## src/rtl/alu_result_mux.sv

```systemverilog
// Registered N:1 ALU result multiplexer with per-channel valid/ready handshake.
// Grants by direct select (mode=0) or round-robin after the last grant (mode=1).
module alu_result_mux #(
    parameter int WIDTH    = 16,
    parameter int CHANNELS = 8,
    parameter int SEL_W    = $clog2(CHANNELS)
) (
    input  logic                      clk,
    input  logic                      rst,
    input  logic [CHANNELS*WIDTH-1:0] in_data,
    input  logic [CHANNELS-1:0]       in_valid,
    output logic [CHANNELS-1:0]       in_ready,
    input  logic                      mode,
    input  logic [SEL_W-1:0]          sel,
    output logic [WIDTH-1:0]          out_data,
    output logic [SEL_W-1:0]          out_chan,
    output logic                      out_zero,
    output logic                      out_valid,
    input  logic                      out_ready
);

    localparam logic [SEL_W-1:0] PTR_RST = SEL_W'(CHANNELS - 1);

    logic [WIDTH-1:0]    r_out_data;
    logic [SEL_W-1:0]    r_out_chan;
    logic                r_out_zero;
    logic                r_out_valid;
    logic [SEL_W-1:0]    r_ptr;

    logic                w_load_en;
    logic                w_xfer;
    logic                w_dir_vld;
    logic [CHANNELS-1:0] w_hi_req;
    logic [SEL_W:0]      w_hi_pick;
    logic [SEL_W:0]      w_lo_pick;
    logic [SEL_W:0]      w_rr_pick;
    logic                w_grant_vld;
    logic [SEL_W-1:0]    w_grant_idx;
    logic [WIDTH-1:0]    w_grant_data;
    logic [CHANNELS-1:0] w_in_ready;

    // Lowest set bit of a request vector, returned as {found, index}.
    function automatic logic [SEL_W:0] first_set(input logic [CHANNELS-1:0] v);
        logic [SEL_W:0] r;
        r = {(SEL_W + 1){1'b0}};
        for (int k = CHANNELS - 1; k >= 0; k--) begin
            if (v[k]) begin
                r = {1'b1, SEL_W'(k)};
            end else begin
                r = r;
            end
        end
        return r;
    endfunction

    function automatic logic is_zero(input logic [WIDTH-1:0] d);
        return (d == {WIDTH{1'b0}});
    endfunction

    assign w_load_en = !r_out_valid || out_ready;

    // Direct select: an index beyond the last channel never grants.
    always_comb begin
        if (int'(sel) < CHANNELS) begin
            w_dir_vld = in_valid[sel];
        end else begin
            w_dir_vld = 1'b0;
        end
    end

    // Round-robin: channels above r_ptr win first, otherwise wrap to the lowest valid.
    always_comb begin
        w_hi_req = {CHANNELS{1'b0}};
        for (int k = 0; k < CHANNELS; k++) begin
            w_hi_req[k] = in_valid[k] && (SEL_W'(k) > r_ptr);
        end
        w_hi_pick = first_set(w_hi_req);
        w_lo_pick = first_set(in_valid);
        if (w_hi_pick[SEL_W]) begin
            w_rr_pick = w_hi_pick;
        end else begin
            w_rr_pick = w_lo_pick;
        end
    end

    // Grant selection, data mux and one-hot ready.
    always_comb begin
        if (mode) begin
            w_grant_vld = w_rr_pick[SEL_W];
            w_grant_idx = w_rr_pick[SEL_W-1:0];
        end else begin
            w_grant_vld = w_dir_vld;
            w_grant_idx = sel;
        end
        w_xfer       = w_grant_vld && w_load_en && !rst;
        w_grant_data = {WIDTH{1'b0}};
        w_in_ready   = {CHANNELS{1'b0}};
        for (int k = 0; k < CHANNELS; k++) begin
            w_grant_data = w_grant_data
                         | (in_data[k*WIDTH +: WIDTH] & {WIDTH{w_grant_idx == SEL_W'(k)}});
            w_in_ready[k] = w_xfer && (w_grant_idx == SEL_W'(k));
        end
    end

    // Output word register and round-robin pointer; reset discards any held word.
    always_ff @(posedge clk) begin
        if (rst) begin
            r_out_data  <= {WIDTH{1'b0}};
            r_out_chan  <= {SEL_W{1'b0}};
            r_out_zero  <= 1'b1;
            r_out_valid <= 1'b0;
            r_ptr       <= PTR_RST;
        end else if (w_load_en) begin
            if (w_grant_vld) begin
                r_out_data  <= w_grant_data;
                r_out_chan  <= w_grant_idx;
                r_out_zero  <= is_zero(w_grant_data);
                r_out_valid <= 1'b1;
                r_ptr       <= mode ? w_grant_idx : r_ptr;
            end else begin
                r_out_valid <= 1'b0;
            end
        end else begin
            r_out_valid <= r_out_valid;
        end
    end

    assign in_ready  = w_in_ready;
    assign out_data  = r_out_data;
    assign out_chan  = r_out_chan;
    assign out_zero  = r_out_zero;
    assign out_valid = r_out_valid;

endmodule

```

## config.mk

```make
export PLATFORM = sky130hd
export DESIGN_NAME = alu_result_mux
export DESIGN_NICKNAME = d
export VERILOG_FILES = /design/src/rtl/alu_result_mux.sv
export SDC_FILE = /design/constraint.sdc
export NUM_CORES = 1
export LEC_CHECK = 0
export BUFFER_PORTS_ARGS = -buffer_cell sky130_fd_sc_hd__buf_2
export CAP_MARGIN = 20
export CORE_MARGIN = 2
export CORE_UTILIZATION = 25
export CTS_CLUSTER_SIZE = 25
export DETAILED_ROUTE_END_ITERATION = 7
export RECOVER_POWER = 25
export REMOVE_ABC_BUFFERS = 1
export SLEW_MARGIN = 15
export SYNTH_ARGS = -nofsm -noshare
export SYNTH_HDL_FRONTEND = slang
export SYNTH_SLANG_ARGS = --single-unit
```

## constraint.sdc

```tcl
create_clock -name clk -period 5.75 [get_ports clk]
set_input_delay 0.575 -clock clk [delete_from_list [all_inputs] [get_ports clk]]
set_output_delay 0.575 -clock clk [all_outputs]
set_load 0.02 [all_outputs]
```

# [Yosys cells after proc, flatten, opt, wreduce, memory -nomap -nowiden]
# Cells that the tools add are included.
[totals] regBits=24 rom_bits=0 latch_bits=0 out_inout_bits=29 mem_bits_rw=0 input_bits=143 n_memories=0 word_cells=83
[op_classes] eq_ne=7 shifts=0 n_div=0 mul=0 n_mux=22 reduce_logical=25 n_addsub=0 n_lt_le_gt_ge=9 bitwise=15
[ops] operator="16-bit AND" n=8
[ops] operator="16-bit bitwise OR" n=7
[ops] operator="4-bit two-way mux" n=17
[ops] operator="1-bit logical AND" n=18
[ops] operator="16-bit zero test" n=1
[ops] operator="3-bit equality test (second input constant)" n=4
[ops] operator="3-bit > comparator (first input constant)" n=4
[ops] operator="3-bit by 2-bit equality test with 1-bit output (second input constant)" n=2
[ops] operator="1-bit by 3-bit > comparator with 1-bit output (first input constant)" n=2
[ops] operator="2-bit by 3-bit > comparator with 1-bit output (first input constant)" n=2
[ops] operator="3-bit by 4-bit less-than comparator with 1-bit output (second input constant)" n=1
[ops] operator="1-bit binary-select mux with 3-bit select" n=1
[ops] operator="3-bit by 1-bit equality test with 1-bit output (second input constant)" n=1
[ops] operator="3-bit zero test" n=1
[ops] operator="1-bit two-way mux" n=3
[ops] operator="3-bit two-way mux" n=1
[ops] operator="3-bit AND reduction" n=1
[ops] operator="1-bit zero test" n=2
[ops] operator="2-bit AND reduction" n=1
[ops] operator="1-bit logical OR" n=1

# [Longest topological paths before layout]
[depth] depth_word=22 mapped_depth=14

# [Worst setup path after synthesis]
# Ideal clock, no wire load.
[synth_path] path_type="input to register" startpoint="input in_valid[6]" endpoint="register r_out_zero (netlist: out_zero)" stages=12 arrival_ns=2.958 setup_slack_ns=2.733 required_time_ns=5.691 cell_sequence="nand2b_2 -> a2111oi_4 -> a221oi_2 -> a41o_1 -> buf_6 -> nor2_8 -> buf_12 -> mux4_2 -> mux2i_1 -> nand4_1 -> nor4_1 -> a221o_1"
[synth_between] elab_chain_len=20
[synth_rtl] item="start, declared" line_no="11" source="input logic [CHANNELS-1:0] in_valid,"
[synth_rtl] item="1-bit logical AND" line_no="75" source="w_hi_req[k] = in_valid[k] && (SEL_W'(k) > r_ptr);"
[synth_rtl] item="4-bit two-way mux (7 in series)" line_no="47" source="if (v[k]) begin"
[synth_rtl] item="4-bit two-way mux" line_no="79" source="if (w_hi_pick[SEL_W]) begin"
[synth_rtl] item="3-bit two-way mux" line_no="88" source="if (mode) begin"
[synth_rtl] item="3-bit by 1-bit equality test with 1-bit output / 3-bit zero test (equally long branches)" line_no="100" source="| (in_data[k*WIDTH +: WIDTH] & {WIDTH{w_grant_idx == SEL_W'(k)}});"
[synth_rtl] item="16-bit AND" line_no="100"
[synth_rtl] item="16-bit bitwise OR (7 in series)" line_no="100"
[synth_rtl] item="16-bit zero test" line_no="57" source="return (d == {WIDTH{1'b0}});"
[synth_rtl] item="end signal, assigned" line_no="117" source="r_out_zero <= is_zero(w_grant_data);"
[synth_rtl] item="end, declared" line_no="26" source="logic r_out_zero;"
# Parallel ways exist; a longest one is shown, timed or not. The select of a mux whose other input is x is not followed.
# A chain may end at the register's enable or synchronous reset.

# [Final worst setup path]
[layout_path] startpoint="input in_valid[2]" endpoint="register r_out_zero (netlist: out_zero)"
[layout_between] elab_chain_len=16
[layout_rtl] item="1-bit logical AND" line_no="75"
[layout_rtl] item="4-bit two-way mux (3 in series)" line_no="47"
[layout_rtl] item="4-bit two-way mux" line_no="79"
[layout_rtl] item="3-bit two-way mux" line_no="88"
[layout_rtl] item="3-bit by 1-bit equality test with 1-bit output / 3-bit zero test (equally long branches)" line_no="100"
[layout_rtl] item="16-bit AND" line_no="100"
[layout_rtl] item="16-bit bitwise OR (7 in series)" line_no="100"
[layout_rtl] item="16-bit zero test" line_no="57"
# Parallel ways exist; a longest one is shown, timed or not. The select of a mux whose other input is x is not followed.

==> metrics.md <==
| Metric | Value |
|---|---|
| Crit. End Element | register |
| Worst setup path start | in_valid[2] |
| Area of the die | 11,000 um2 |
| Worst Path Arrival | 3.89 ns |
| Clock Sinks | 24 |
| Hold crit path type | register to register |
| Fin. max-slew vios | 0 |
| CP peak stage delay | 0.80 ns |
| Setup bufs post-CTS | 0 |
| Number of DRC markers in iteration 0 | 88 |
| R2r startpoint | r_ptr[1] |
| Internal Power | 480 uW |
| Count leader, synth | nor2_1 |
| Min cycle time layout | 3.68 ns |
| RSZ-0062 raised after global routing | false |
| Clock Power Share | 18.4% |
| Final setup fails | 0 |
| Ys async rst share | 0% |
| I/O Pins | 172 |
| Slew headroom | 37.5% |
| Gate power share | 55.2% |
| Total CTS buffers | 3 |
| Post-CTS Hold Fix Bufs | 0 |
| Antenna diodes | 0 |
| Initial Util | 25.9% |
| Period utilization | 64.0% |
| Met1 Use GR | 19.5% |
| GRT Max-Usage Layer | met2 |
| Crit path kind | input port to register |
| Area Overhead vs Synth | 35.2% |
| H-tree depth | 1 |
| CP Data Required Time | 5.96 ns |
| Grt total ovfl | 0 |
| Detailed-route DRC error count | 0 |
| Synth cell count leaders | nor2_1 (39), dfxtp_1 (24), nand2_1 (24), mux2i_1 (22), mux4_2 (15) |
| Quantity of I/O buffers inserted on ports | 171 |
| Setup total negative slack | 0 ns |
| Synthesized area | 2550 um2 |
| Critical path startpoint category | input port |
| GR Util met2 | 30.8% |
| Sequential Power Share | 26.4% |
| Switching part of the total | 40.0% |
| Synth Warn # | 0 |
| DR pass1 iterations | 4 |
| Worst-path clk slew | 0.09 ns |
| First-pass GRT wire length | 14.7 mm |
| Clk buf depth | 2 |
| Vias per Instance | 5.01 |
| CTS root buf | clkbuf_8 |
| Pleak | 1.59 nW |
| Main area contributors after synthesis | dfxtp_1 (19%), mux4_2 (13%), mux2i_1 (8.6%) |
| Core Area | 9820 um2 |
| Pin slew with the least headroom to its limit | 0.937 ns |
| CP max stage cell | a31o_2 |
| P per Cell Area | 232 nW/um2 |
| Max Cap Viol | 0 |
| Worst skew pair latency | 0.26 ns |
| Primary FF master, synth | dfxtp_1 |
| Worst hold slack | 0.461 ns |
| Placement Rows | 36 |
| GP Congestion | 0.803 |
| Gr usage total | 16.3% |
| Critical-path cell list | buf_2 > nor4_1 > o41ai_1 > nand3_1 > a31o_2 > nor2_1 > a221o_1 > a22oi_2 > nand3_1 > nor4_1 > a221o_1 |
| Yosys reg bits | 24 |
| Die width | 105 um |
| Drt total wl | 9.11 mm |
| Met3 Track Usage GR | 2.12% |
| CP max FO | 34 |
| Setup Skew | 0.00117 ns |
| Vias | 2,858 |
| Initial antenna violation count | 0 |
| Post-CTS sizing | 0 |
| Peak supply drop | 0.144 mV |
| Status | completed |
| Hold_sp | out_data[0] |
| Vias in the first global route | 2,969 |
| Chip Height | 105 um |
| Synth top area share | 18.9% |
| Post-synth cell types | 59 |
| Leading area contributor after synthesis | dfxtp_1 |
| EDFF count, synth | 0 |
| CTS tree | yes |
| Switching power | 320 uW |
| Share of cells above drive strength 1 | 46.3% |
| Syn avg cell area | 8.94 um2 |
| DP HPWL | 7.40 mm |
| Detail Route Antenna Nets | 0 |
| Final hold vios | 0 |
| Fin nets | 582 |
| Mapped Cells | 285 |
| Seq/Total Area, Yosys | 18.9% |
| WL/cell | 16.0 um |
| Pin count of the biggest net entering global routing | 36 |
| FMAX | 0.272 GHz |
## stage by stage
stage	std cells	power [mW]	cell area, um2	setup slack (ns)	util [%]
finish	571	0.800	3440	2.07	35.1
global route	571	0.862	3440	1.78	35.1
CTS	571	0.814	3460	2.02	35.2
detailed placement	567	0.664	3390	1.76	34.5
global placement	567	0.662	3390	1.85	34.5
floorplan	261	0.509	2340	1.93	-
## critical path, delay by kind of cell
family | cells | cell delay, ns
and+or+nand+nor | 5 | 1.38
AOI/OAI and AO/OA | 5 | 1.79
buffers and inverters | 1 | 0.14
## routing by layer
| metal | vias to the layer above | part of all wire, % |
|---|---|---|
| met4 | 0 | 0.98 |
| met1 | 1328 | 41 |
| met5 | - | 0 |
| met2 | 95 | 52 |
| li1 | 1429 | - |
| met3 | 6 | 5.3 |
## cells by family (layout without fill, tap and decap cells)
| group | Yosys count | count (layout) | share of synthesized area (%) |
|---|---|---|---|
| buffers and inverters | 30 | 183 | 9.14 |
| AO/OA/AOI/OAI | 83 | 83 | 27.1 |
| multiplexers | 46 | 46 | 26.0 |
| AND/OR/NAND/NOR | 102 | 102 | 18.9 |
| flip-flops | 24 | 24 | 18.9 |
## final cells by class
type / instances / area [um2]
Clock buffer: 3 / 41.3
Clock inverter: 1 / 30.0
Fill cell: 1102 / 6380
Inverter: 6 / 22.5
Multi-Input combinational cell: 231 / 1850
Sequential cell: 24 / 480
Tap cell: 133 / 166
Timing Repair Buffer: 173 / 855
## state kept, by name, indices dropped and copies added (netlist names)
| signal | flops |
|---|---|
| r_ptr | 3 |
| out_zero | 1 |
| out_data | 16 |
| out_chan | 3 |
| out_valid | 1 |
## final timing paths
kind / to / slack (ns) / depth (start not counted)
hold / removal: out_data[0] / 0.46 / 2
hold reg to reg: out_data[0] / 0.46 / 2
setup reg to reg: out_zero / 2.08 / 10
setup / recovery: out_zero / 2.07 / 11
## power by group through the flow
stage | clock, mW | combinational [mW] | sequential [mW]
after detailed placement | 0 | 0.449 | 0.214
after CTS | 0.153 | 0.451 | 0.211
after floorplan | 0 | 0.268 | 0.241
after global placement | 0 | 0.449 | 0.213
after global routing | 0.160 | 0.488 | 0.214
final | 0.147 | 0.442 | 0.211
## cells in the final DEF (no fill, tap or decap), types with 3 or more instances in the layout
master	count
nor2_1	39
inv_1	5
nor2b_1	4
a211oi_1	12
o21ai_0	4
clkbuf_1	13
a22oi_1	3
nand3_1	14
nand2_1	24
nor3_1	3
a221oi_1	8
clkbuf_8	3
a21oi_1	7
dfxtp_1	24
o211ai_1	10
buf_2	158
o2111ai_1	4
mux4_2	15
nand2b_1	3
o21ai_1	4
nor4_1	3
mux2_2	8
mux2i_1	22
Power figures use the tool's default switching activity.
